File: src/rtl/bcast_session_sequencer.sv
// Metadata scheduler for the top-k broadcast path: replays a software-written
// session-ID table, one word per worker, for every accepted payload block.
module bcast_session_sequencer #(
  parameter int MAX_WORKERS = 64,
  parameter int IDX_W       = 6,
  parameter int SID_W       = 16
) (
  input  logic             clk,
  input  logic             rst,
  input  logic             cfg_we,
  input  logic [IDX_W-1:0] cfg_addr,
  input  logic [SID_W-1:0] cfg_sid,
  output logic             cfg_err,
  input  logic [29:0]      num_workers,
  input  logic             enable,
  input  logic             blk_req_TVALID,
  output logic             blk_req_TREADY,
  output logic [SID_W-1:0] metadata_tx_TDATA,
  output logic             metadata_tx_TVALID,
  input  logic             metadata_tx_TREADY,
  output logic             busy,
  output logic             nw_invalid,
  output logic [31:0]      blk_done_count
);

  typedef enum logic [0:0] {
    IDLE = 1'b0,
    EMIT = 1'b1
  } state_t;

  localparam logic [29:0]  MAX_NW  = 30'(MAX_WORKERS);
  localparam logic [IDX_W:0] NW_ONE = (IDX_W+1)'(1);
  localparam logic [IDX_W-1:0] IDX_ONE = IDX_W'(1);

  state_t           state_r;
  logic [SID_W-1:0] table_r [MAX_WORKERS];
  logic [IDX_W-1:0] idx_r;
  logic [IDX_W:0]   nw_r;
  logic [31:0]      blk_done_count_r;
  logic             cfg_err_r;

  logic             nw_invalid_s;
  logic             req_ready_s;
  logic             req_hs_s;
  logic             md_hs_s;
  logic             last_word_s;

  assign nw_invalid_s = (num_workers == 30'd0) || (num_workers > MAX_NW);
  assign req_ready_s  = (state_r == IDLE) && enable && !nw_invalid_s;
  assign req_hs_s     = blk_req_TVALID && req_ready_s;
  assign md_hs_s      = (state_r == EMIT) && metadata_tx_TREADY;
  // nw_r is at least 1 once latched, so nw_r - 1 never underflows in EMIT
  assign last_word_s  = ({1'b0, idx_r} == (nw_r - NW_ONE));

  // Block FSM, word index, completion counter, table storage and write-drop flag
  always_ff @(posedge clk) begin
    if (rst) begin
      state_r          <= IDLE;
      idx_r            <= '0;
      nw_r             <= '0;
      blk_done_count_r <= 32'd0;
      cfg_err_r        <= 1'b0;
      for (int i = 0; i < MAX_WORKERS; i++) begin
        table_r[i] <= '0;
      end
    end else begin
      cfg_err_r <= cfg_we && (state_r == EMIT);
      case (state_r)
        IDLE: begin
          if (cfg_we) begin
            table_r[cfg_addr] <= cfg_sid;
          end
          if (req_hs_s) begin
            nw_r    <= num_workers[IDX_W:0];
            idx_r   <= '0;
            state_r <= EMIT;
          end
        end
        EMIT: begin
          if (md_hs_s) begin
            if (last_word_s) begin
              state_r          <= IDLE;
              blk_done_count_r <= blk_done_count_r + 32'd1;
            end else begin
              idx_r <= idx_r + IDX_ONE;
            end
          end
        end
        default: begin
          state_r <= IDLE;
        end
      endcase
    end
  end

  assign blk_req_TREADY     = req_ready_s;
  assign metadata_tx_TVALID = (state_r == EMIT);
  assign metadata_tx_TDATA  = table_r[idx_r];
  assign busy               = (state_r == EMIT);
  assign nw_invalid         = nw_invalid_s;
  assign blk_done_count     = blk_done_count_r;
  assign cfg_err            = cfg_err_r;

endmodule
File: config.mk
export PLATFORM = sky130hd
export DESIGN_NAME = bcast_session_sequencer
export DESIGN_NICKNAME = d
export VERILOG_FILES = /design/src/rtl/bcast_session_sequencer.sv
export SDC_FILE = /design/constraint.sdc
export NUM_CORES = 1
export LEC_CHECK = 0
export CORE_MARGIN = 3
export CORE_UTILIZATION = 40
export DETAILED_ROUTE_END_ITERATION = 16
export SLEW_MARGIN = 20
export SYNTH_ARGS = -nofsm -noshare
export SYNTH_HDL_FRONTEND = slang
export SYNTH_SLANG_ARGS = --single-unit
File: constraint.sdc
create_clock -name clk -period 3.5 [get_ports clk]
set_input_delay 0.35 -clock clk [delete_from_list [all_inputs] [get_ports clk]]
set_output_delay 0.35 -clock clk [all_outputs]
set_load 0.005 [all_outputs]
==> impl_metrics.env <==
export IMPL_clk_latency_ps=740
export IMPL_cts_tree="yes"
export IMPL_internal_power_mw=21.70
export IMPL_grt_max_degree=65
export IMPL_multi_input_area_um2=16590
export IMPL_start_util=0.4053
export IMPL_via_per_inst=5.434
export IMPL_power_frac_clock=0.419
export IMPL_ys_seq_area_frac=0.6508
export IMPL_track_usage=0.2218
export IMPL_dieArea_um2=126400
export IMPL_r2r_cells=5
export IMPL_grt_pass1_wl_um=204700
export IMPL_crit_required_ps=3150
export IMPL_syn_nets=3345
export IMPL_die_width_um=355.6
export IMPL_port_buffers=110
export IMPL_final_core_util=0.4922
export IMPL_syn_inst=3284
export IMPL_rows=127
export IMPL_period_share=1.037
export IMPL_fin_crit_ps=3630
export IMPL_h_tree_depth=3
export IMPL_worstPathMaxFanout=8
export IMPL_timing_fmax_mhz=275.5
export IMPL_grt_overflow=0
export IMPL_worst_setup_path_type="register to output pin"
export IMPL_yosys_warnings=0
export IMPL_r2r_end="table_r[28][12]"
export IMPL_drt_iter0_drc=3042
export IMPL_end_kind="output pin"
export IMPL_finClkSkew_ps=35.20
export IMPL_drive_gt1_frac=0.2845
export IMPL_seqPwrFrac=0.534
export IMPL_die_h_um=355.6
export IMPL_cts_inserted_buffers=114
export IMPL_synth_area_um2=48880
export IMPL_finalSetupViolations=16
export IMPL_place_area_um2=53630
export IMPL_antenna_found_initial=5
export IMPL_n_fill_cell=10100
export IMPL_globalplace_congestion=0.8569
export IMPL_ys_seq_elements=1077
export IMPL_grt_pass1_vias=29420
export IMPL_slowest_delay_ps=580
export IMPL_wl_um=140400
export IMPL_wl_per_cell_um=26.29
export IMPL_max_slew_margin_rel=0.2822
export IMPL_worst_pin_slew_ps=1077
export IMPL_hp_class="input port to register"
export IMPL_regArea_um2=31820
export IMPL_fin_area_um2=59370
export IMPL_reg2reg_slack_ps=690
export IMPL_final_common_cell="and2_1"
export IMPL_swShare=0.2215
export IMPL_r2r_start="busy"
export IMPL_fin_nets=3702
export IMPL_core_area_um2=120600
export IMPL_io_pins=111
export IMPL_drt_pass1_iter_count=5
export IMPL_cpMaxStageDelayCell="or4_4"
export IMPL_clk_pin_slew_ps=60
export IMPL_pwr_density_cell_nw_per_um2=469.4
export IMPL_failed_checks="negative setup slack"
export IMPL_route_detailed_drc=0
export IMPL_grt_setup_unrepaired="yes"
export IMPL_drtAntennaViolNets=0
export IMPL_critPathLaunchType="register"
export IMPL_power_leakage_nw=20.28
export IMPL_pre_cts_slack_ps=65.98
export IMPL_async_reset_ff_frac=0
export IMPL_pwr_share_comb=0.047
export IMPL_most_common_layout_cells="and2_1 (1025), edfxtp_1 (1024), buf_4 (347)"
export IMPL_path_cells="buf_12 -> buf_12 -> buf_16 -> buf_12 -> buf_6 -> mux4_2 -> a22oi_2 -> a21oi_2 -> or4_4 -> buf_6"
export IMPL_yosys_most_used_dff="edfxtp_1"
export IMPL_worst_slack_ps=-129.8
export IMPL_ys_types=63
export IMPL_totalPowerFinal_mw=27.87
export IMPL_hpwl_um=87000
export IMPL_cap_violations=0
export IMPL_cp_arrival_ps=3280
export IMPL_outcome="finished with violations"
export IMPL_clock_sinks=1077
export IMPL_dr_total_vias=29020
export IMPL_crit_end="metadata_tx_TDATA[14]"
export IMPL_cp_common_cell="buf_12"
export IMPL_area_growth_pct=21.46
export IMPL_slew_viol_final=0
export IMPL_cts_root_buf="clkbuf_16"
export IMPL_clock_path_buffers=3
export IMPL_peakVddDrop_mv=0.4797
export IMPL_hold_viol=0
export IMPL_synth_edff_count=1024
export IMPL_p_sw_mw=6.173
export IMPL_avgSynthCellArea_um2=14.88
## final cells by class
class,count,share of cell area
clock inverter,65,0.009379
antenna,2,0.00008430
tap,1612,0.03397
sequential,1077,0.5360
multi-input combinational,1887,0.2794
clock buffer,136,0.05052
inverter,16,0.001012
timing repair buffer,545,0.08962
## repair_timing
item,in CTS,in global routing
pin swaps,50,42
cloned,10,2
hold buffers,0,0
buffers inserted,69,56
endpoints found under the setup margin,16,16
gates resized for setup,227,59
## critical path: cells and delay by family, from the launching register on
family,cells,cell delay [ps]
flip-flops,1,420
AND/OR/NAND/NOR,1,580
AO/OA/AOI/OAI,2,270
multiplexers,1,490
buffers and inverters,6,790
## state kept, by name, indices dropped and copies added, names as in the netlist, named ones only
name	flops
table_r	1024
idx_r	6
cfg_err	1
busy	1
blk_done_count	32
nw_r	7
## kinds of logic (layout without fill, tap and decap cells)
group / after synthesis / after routing / share of synthesized area
AO/OA/AOI/OAI: 338 / 338 / 0.04288
XOR/XNOR: 14 / 14 / 0.002509
adder cells (fa/ha/maj): 3 / 3 / 0.0007681
buffers and inverters: 320 / 762 / 0.02537
flip-flops: 1077 / 1077 / 0.6508
multiplexers: 258 / 258 / 0.1184
other: 0 / 2 / 0
AND/OR/NAND/NOR: 1274 / 1274 / 0.1593
## power by group through the flow
stage	clock network [mW]	logic (mW)	registers, mW
detailed placement	0	1.26	15.1
CTS	11.9	1.30	14.9
finish	11.7	1.30	14.9
global placement	0	1.25	15.1
global route	12.4	1.37	14.9
floorplan	0	0.618	15.1
## worst min-delay path by stage
| stage | to | slack, ps | start | cells after the start |
|---|---|---|---|---|
| 6_report | table_r[39][1] | 180 | cfg_sid[1] | 2 |
| 5_1_grt | table_r[39][1] | 160 | cfg_sid[1] | 2 |
| 4_1_cts | table_r[39][1] | 140 | cfg_sid[1] | 2 |
| 3_5_place_dp | nw_r[5] | 490 | nw_r[5] | 2 |
| 3_3_place_gp | nw_r[5] | 480 | nw_r[5] | 2 |
| 2_1_floorplan | nw_r[5] | 450 | nw_r[5] | 2 |
## metal layers
metal,GRT usage,part of all wire,vias to the layer above
met4,0.07770,0.034,2
li1,-,-,12880
met5,0,0.000093,-
met1,0.2958,0.41,14900
met3,0.05241,0.076,221
met2,0.3563,0.48,1015
## Yosys cell counts, types with 2 or more instances
library cell / number / area share
a21oi_1: 100 / 0.010
a22oi_1: 128 / 0.020
a31o_2: 2 / 0.00036
a31oi_1: 3 / 0.00038
and2_1: 1026 / 0.13
and2_2: 2 / 0.00031
and3_1: 7 / 0.00090
and4_1: 2 / 0.00036
buf_1: 27 / 0.0021
buf_2: 25 / 0.0026
buf_4: 2 / 0.00031
clkbuf_1: 250 / 0.019
dfxtp_1: 53 / 0.022
edfxtp_1: 1024 / 0.63
ha_1: 3 / 0.00077
inv_1: 15 / 0.0012
mux4_2: 256 / 0.12
nand2_1: 32 / 0.0025
nand2b_1: 3 / 0.00038
nand3_1: 15 / 0.0015
nand3b_1: 5 / 0.00077
nand4_1: 12 / 0.0015
nand4b_1: 8 / 0.0014
nor2_1: 91 / 0.0070
nor2b_1: 5 / 0.00064
nor3_1: 7 / 0.00072
nor3b_1: 2 / 0.00031
nor4_1: 8 / 0.0010
o211ai_1: 2 / 0.00031
o21a_1: 2 / 0.00031
o21ai_0: 87 / 0.0089
o31ai_1: 4 / 0.00061
or2_2: 2 / 0.00026
or3_1: 14 / 0.0018
or3_4: 2 / 0.00046
or3b_2: 3 / 0.00054
or4_1: 17 / 0.0026
xnor2_1: 7 / 0.0013
xor2_1: 7 / 0.0013
## through the flow
stage	std cells	TNS (ps)	hold WS, ps
after floorplan	3284	0	451.2
after global placement	5019	0	475.0
after detailed placement	5019	0	488.0
after CTS	5292	-2586	139.5
after global routing	5339	-2738	155.1
final	5340	-1339	175.5
Note: power is estimated with default switching activity, not from simulation.
